$ cat src/rtl/clint_rtc_tick_if.sv
// Bus port bundle for the CLINT real-time tick generator: one request strobe,
// a registered one-cycle acknowledge, and registered read data.
interface clint_rtc_tick_if #(
  parameter int ADDR_W = 32,
  parameter int DATA_W = 32
);
  logic              valid;
  logic [ADDR_W-1:0] address;
  logic [DATA_W-1:0] wdata;
  logic [DATA_W/8-1:0] wstrb;
  logic [DATA_W-1:0] rdata;
  logic              ready;

  modport master (output valid, address, wdata, wstrb, input rdata, ready);
  modport slave  (input valid, address, wdata, wstrb, output rdata, ready);
endinterface

$ cat src/rtl/clint_rtc_tick.sv
// mtime tick generator: internal clk prescaler or synchronized external rt_clk
// rising edges, with a bus-visible tick counter.
module clint_rtc_tick #(
  parameter int          ADDR_W  = 32,
  parameter int          DATA_W  = 32,
  parameter int          DIV_W   = 16,
  parameter int unsigned DIV_RST = 0
) (
  input  logic                 clk,
  input  logic                 reset,
  clint_rtc_tick_if.slave      bus,
  input  logic                 rt_clk,
  output logic                 tick
);

  typedef enum logic [1:0] {
    REG_CTRL   = 2'd0,
    REG_DIV    = 2'd1,
    REG_TCNT   = 2'd2,
    REG_STATUS = 2'd3
  } reg_e;

  reg_e              sel;
  logic              acc;
  logic              wr;
  logic              restart;
  logic              ext_edge;
  logic              div_hit;
  logic [DATA_W-1:0] rd_mux;
  logic              unused_bits;

  logic              en;
  logic              src;
  logic [DIV_W-1:0]  div;
  logic [DIV_W-1:0]  presc;
  logic [31:0]       tcnt;
  logic              sync1;
  logic              sync2;
  logic              hist;

  assign sel      = reg_e'(bus.address[3:2]);
  assign acc      = bus.valid & ~bus.ready;
  assign wr       = acc & (bus.wstrb == '1);
  assign restart  = wr & ((sel == REG_CTRL) | (sel == REG_DIV));
  assign ext_edge = sync2 & ~hist;
  assign div_hit  = (presc == div);
  assign unused_bits = ^{bus.address, bus.wdata};

  always_comb begin
    rd_mux = '0;
    case (sel)
      REG_CTRL:   rd_mux = DATA_W'({src, en});
      REG_DIV:    rd_mux = DATA_W'(div);
      REG_TCNT:   rd_mux = DATA_W'(tcnt);
      REG_STATUS: rd_mux = DATA_W'(sync2);
      default:    rd_mux = '0;
    endcase
  end

  always_ff @(posedge clk) begin
    if (reset) begin
      en        <= 1'b0;
      src       <= 1'b0;
      div       <= DIV_W'(DIV_RST);
      presc     <= '0;
      tcnt      <= '0;
      sync1     <= 1'b0;
      sync2     <= 1'b0;
      hist      <= 1'b0;
      tick      <= 1'b0;
      bus.ready <= 1'b0;
      bus.rdata <= '0;
    end else begin
      sync1     <= rt_clk;
      sync2     <= sync1;
      hist      <= sync2;
      bus.ready <= bus.valid & ~bus.ready;
      bus.rdata <= acc ? rd_mux : '0;

      if (wr && sel == REG_CTRL) begin
        en  <= bus.wdata[0];
        src <= bus.wdata[1];
      end
      if (wr && sel == REG_DIV)
        div <= bus.wdata[DIV_W-1:0];

      if (restart || !en || src)
        presc <= '0;
      else if (div_hit)
        presc <= '0;
      else
        presc <= presc + 1'b1;

      // A CTRL/DIV write restarts the period, so no tick leaves on that edge.
      tick <= en & ~restart & (src ? ext_edge : div_hit);

      if (wr && sel == REG_TCNT)
        tcnt <= '0;
      else if (tick)
        tcnt <= tcnt + 1'b1;
    end
  end

endmodule

$ cat src/flat_wrapper.sv
// flat-port wrapper written by rule: the top's interface ports become plain ports
module clint_rtc_tick_flat 
#(
  parameter int          ADDR_W  = 32,
  parameter int          DATA_W  = 32,
  parameter int          DIV_W   = 16,
  parameter int unsigned DIV_RST = 0
)
  (clk, reset, rt_clk, tick, bus_valid, bus_address, bus_wdata, bus_wstrb, bus_rdata, bus_ready);
  clint_rtc_tick_if #(.ADDR_W(ADDR_W), .DATA_W(DATA_W)) bus_i ();
  input  logic clk;
  input  logic reset;
  input  logic rt_clk;
  output logic tick;
  input wire logic [$bits(bus_i.valid)-1:0] bus_valid;
  input wire logic [$bits(bus_i.address)-1:0] bus_address;
  input wire logic [$bits(bus_i.wdata)-1:0] bus_wdata;
  input wire logic [$bits(bus_i.wstrb)-1:0] bus_wstrb;
  output wire logic [$bits(bus_i.rdata)-1:0] bus_rdata;
  output wire logic [$bits(bus_i.ready)-1:0] bus_ready;
  assign bus_i.valid = bus_valid;
  assign bus_i.address = bus_address;
  assign bus_i.wdata = bus_wdata;
  assign bus_i.wstrb = bus_wstrb;
  assign bus_rdata = bus_i.rdata;
  assign bus_ready = bus_i.ready;
  clint_rtc_tick #(.ADDR_W(ADDR_W), .DATA_W(DATA_W), .DIV_W(DIV_W), .DIV_RST(DIV_RST)) u_core (.clk(clk), .reset(reset), .bus(bus_i), .rt_clk(rt_clk), .tick(tick));
endmodule
$ cat config.mk
export PLATFORM = sky130hd
export DESIGN_NAME = clint_rtc_tick_flat
export DESIGN_NICKNAME = d
export VERILOG_FILES = /design/src/rtl/clint_rtc_tick_if.sv /design/src/rtl/clint_rtc_tick.sv /design/src/flat_wrapper.sv
export SDC_FILE = /design/constraint.sdc
export NUM_CORES = 1
export LEC_CHECK = 0
export ABC_CLOCK_PERIOD_IN_PS = 2600
export CAP_MARGIN = 20
export CORE_AREA = 10 10 115 117
export CTS_BUF_LIST = sky130_fd_sc_hd__clkbuf_8
export DETAILED_ROUTE_END_ITERATION = 16
export DIE_AREA = 0 0 125 127
export DONT_BUFFER_PORTS = 1
export SLEW_MARGIN = 10
export SYNTH_ARGS = -nofsm -noshare
export SYNTH_HDL_FRONTEND = slang
export SYNTH_SLANG_ARGS = --single-unit
$ cat constraint.sdc
create_clock -name clk -period 2.6 [get_ports clk]
set_input_delay 0.52 -clock clk [delete_from_list [all_inputs] [get_ports clk]]
set_output_delay 0.52 -clock clk [all_outputs]
set_load 0.02 [all_outputs]
==> key figures <==
STA
  • Worst-margin pin slew: 0.621 ns
  • Skew final: 0.00611 ns
  • Final Hold Fails: 0
  • Maximum clock frequency: 466 MHz
  • Final setup viols: 0
  • Slew HR: 58.6%
  • Fin. max-slew vios: 0
  • RSZ-0062 raised after global routing: false
  • Crit share post-route: 82.5%
  • Post-layout min period: 2.15 ns
  • Setup tns final: 0 ns

Flow run
  • Max_cap viols: 0

GRT
  • Largest net degree at the start of global routing: 30
  • Initial antenna violation count: 0
  • Vias in the first global route: 3121
  • All-Layer GR Usage: 12.0%
  • Global route overflow: 0
  • First-pass GRT wire length: 15800 µm

Finish
  • Final #Nets: 525
  • Ant diodes: 0
  • Area delta synth->final: 7.87%
  • Most frequent cells in the layout: dfxtp_1, nor2_1, xnor2_1
  • Multi-input logic area: 2080 µm²
  • Commonest non-fill, non-tap cell in the layout: dfxtp_1
  • Final core utilization: 41.4%
  • Share of layout cells above drive strength 1: 8.59%
  • Sequential cell area: 2060 µm²
  • Filler cell count: 1108

Clocking
  • Cells resized by post-CTS repair: 0
  • Num CTS Buffers: 9
  • Worst-skew pair later-pin latency: 0.37 ns
  • Clk sinks: 103
  • Cts hold-fix bufs: 0
  • Max clock buf depth: 2
  • Post-CTS Setup Inserts: 0
  • Clock root buffer: clkbuf_8
  • Clock transition at path regs: 0.09 ns
  • CTS tree: done
  • H-Tree Depth: 3

Power and ir drop
  • VDD IR max: 330 µV
  • Power Density: 569 nW/µm²
  • Pleak: 1.39 nW

Synthesis
  • Post-synthesis cell count: 458
  • Mux cell area share after synthesis: 5.47%
  • Post-synthesis adder-cell area fraction: 0.585%
  • #FFs+latches synth: 103
  • Syn_area_per_cell: 9.33 µm²
  • Cell variety after synth: 42
  • Seq/Total Area, Yosys: 48.2%
  • Mapped Nets: 532
  • Compound-Gate Fraction of Synth Area: 9.54%
  • Cell Area, Synth: 4270 µm²
  • Synth async-reset ratio: 0%
  • Simple-gate share of the synthesized area: 24.8%
  • Xor and xnor area share after synthesis: 7.79%
  • Main synth FF type: dfxtp_1
  • Main combinational cell family by area after synthesis: simple AND/OR/NAND/NOR gates
  • Post-synth EDFFs: 0
  • Synth warn: 0

Routing
  • First-iteration detailed-routing DRC count: 175
  • Vias per cell: 5.40
  • WL final: 9760 µm
  • TritonRoute pass-1 iters: 4
  • Via total after detailed routing: 3223
  • ANT nets after route: 0
  • Wirelength per Cell: 16.3 µm
  • Drt drc: 0

Critical path
  • Worst path top cell family by delay: simple AND/OR/NAND/NOR gates
  • Arrival time of the worst setup path: 2.46 ns
  • Setup crit start kind: flip-flop
  • Crit-path most repeated cell: or4_4
  • Worst-path maximum fanout: 29
  • Cell Chain, Critical Path: nand4_1 -> or4_4 -> or4_4 -> a21oi_2
  • Setup CP Type: reg2reg
  • CP bufs+invs: 0
  • Max stage delay on crit path: 0.72 ns
  • Crit. End Element: flip-flop
  • CP max-delay cell: or4_4
  • CP Data Required Time: 2.91 ns

Die
  • Die Wd: 125 µm
  • Starting Density: 38.4%
  • I/O pin count: 106
  • Die height: 127 µm
  • Rows: 39
  • Core area: 11100 µm²
  • DIE AREA: 15900 µm²

Min path
  • Worst min path class: in2reg

Placed design
  • IO buf count: 0
  • DP HPWL: 7080 µm
  • Gpl congestion: 0.842

Run status
  • Status: finished, final reports clean
==> report_power, final <==
part,internal [W],switching [W]
Combinational,0.0000181,0.0000398
Clock,0.000458,0.000525
Sequential,0.00158,0.00000426
Total,0.00206,0.000569
==> area by class of cell <==
class | instances | share of cell area [%]
multi-input cells | 319 | 45.0
flip-flops and latches | 103 | 44.7
well taps | 143 | 3.88
clock buffers | 10 | 2.99
repair buffers | 7 | 1.41
clock inverters | 4 | 1.06
inverters | 11 | 0.896
==> synth_stat cells, drive strengths merged (2+ instances only) <==
cell type	instances	area, µm²
xor2	7	61.3
a211oi	2	15.0
dfxtp	103	2060
o31ai	13	97.6
a21oi	21	116
nor2	50	188
nor3	23	115
inv	11	41.3
or2	3	18.8
o21ai	8	40.0
mux2i	20	200
or3	9	57.6
nand3	16	85.1
clkbuf	20	75.1
nand2	19	71.3
nor2b	6	37.5
ha	2	25.0
nand2b	3	18.8
a22oi	14	105
xnor2	31	272
nor4	9	62.6
nor3b	3	22.5
or4	18	151
and3	15	93.8
nand4	18	113
buf	5	37.5
==> stage by stage <==
| step | total power, W | hold slack (ns) | instance area [µm²] | setup WS [ns] | cells |
|---|---|---|---|---|---|
| 2_1_floorplan | 0.00166 | 0.414 | 4270 | 0.588 | 458 |
| 3_3_place_gp | 0.00168 | 0.429 | 4420 | 0.516 | 583 |
| 3_5_place_dp | 0.00168 | 0.432 | 4420 | 0.494 | 583 |
| 4_1_cts | 0.00266 | 0.192 | 4610 | 0.465 | 597 |
| 5_1_grt | 0.00273 | 0.191 | 4610 | 0.322 | 597 |
| 6_report | 0.00262 | 0.208 | 4610 | 0.455 | 597 |
==> routing by layer <==
layer | routed length, µm | GRT usage (%) | vias up
li1 | - | - | 1635
met1 | 4140 | 13.3 | 1538
met2 | 5070 | 21.2 | 42
met3 | 454 | 4.05 | 8
met4 | 99 | 3.79 | 0
met5 | 0 | 0 | -
==> cells by family (layout without fill, tap and decap cells) <==
logic type / count (synthesis) / count (layout)
AOI/OAI and AO/OA: 62 / 62
xor gates and xnor gates: 38 / 38
adders and majority gates: 2 / 2
buffers and inverters: 36 / 32
DFF: 103 / 103
muxes: 22 / 22
and+or+nand+nor: 195 / 195
==> worst paths after layout <==
check / from / endpoint / slack, ns / depth (start not counted)
hold reg to reg: u_core.sync1 / u_core.sync2 / 0.45 / 1
setup reg to reg: u_core.tcnt[7] / u_core.tcnt[23] / 0.45 / 4
hold / removal: reset / u_core.en / 0.21 / 1
setup / recovery: u_core.tcnt[7] / u_core.tcnt[23] / 0.45 / 4
==> flip-flops by register name, summed over array words and instances, names as in the netlist <==
| register | count |
|---|---|
| u_core.sync2 | 1 |
| u_core.src | 1 |
| u_core.presc | 16 |
| u_core.en | 1 |
| u_core.bus.rdata | 32 |
| u_core.hist | 1 |
| u_core.div | 16 |
| u_core.tick | 1 |
| u_core.sync1 | 1 |
| u_core.bus.ready | 1 |
| u_core.tcnt | 32 |
Note: power is estimated with default switching activity, not from simulation.
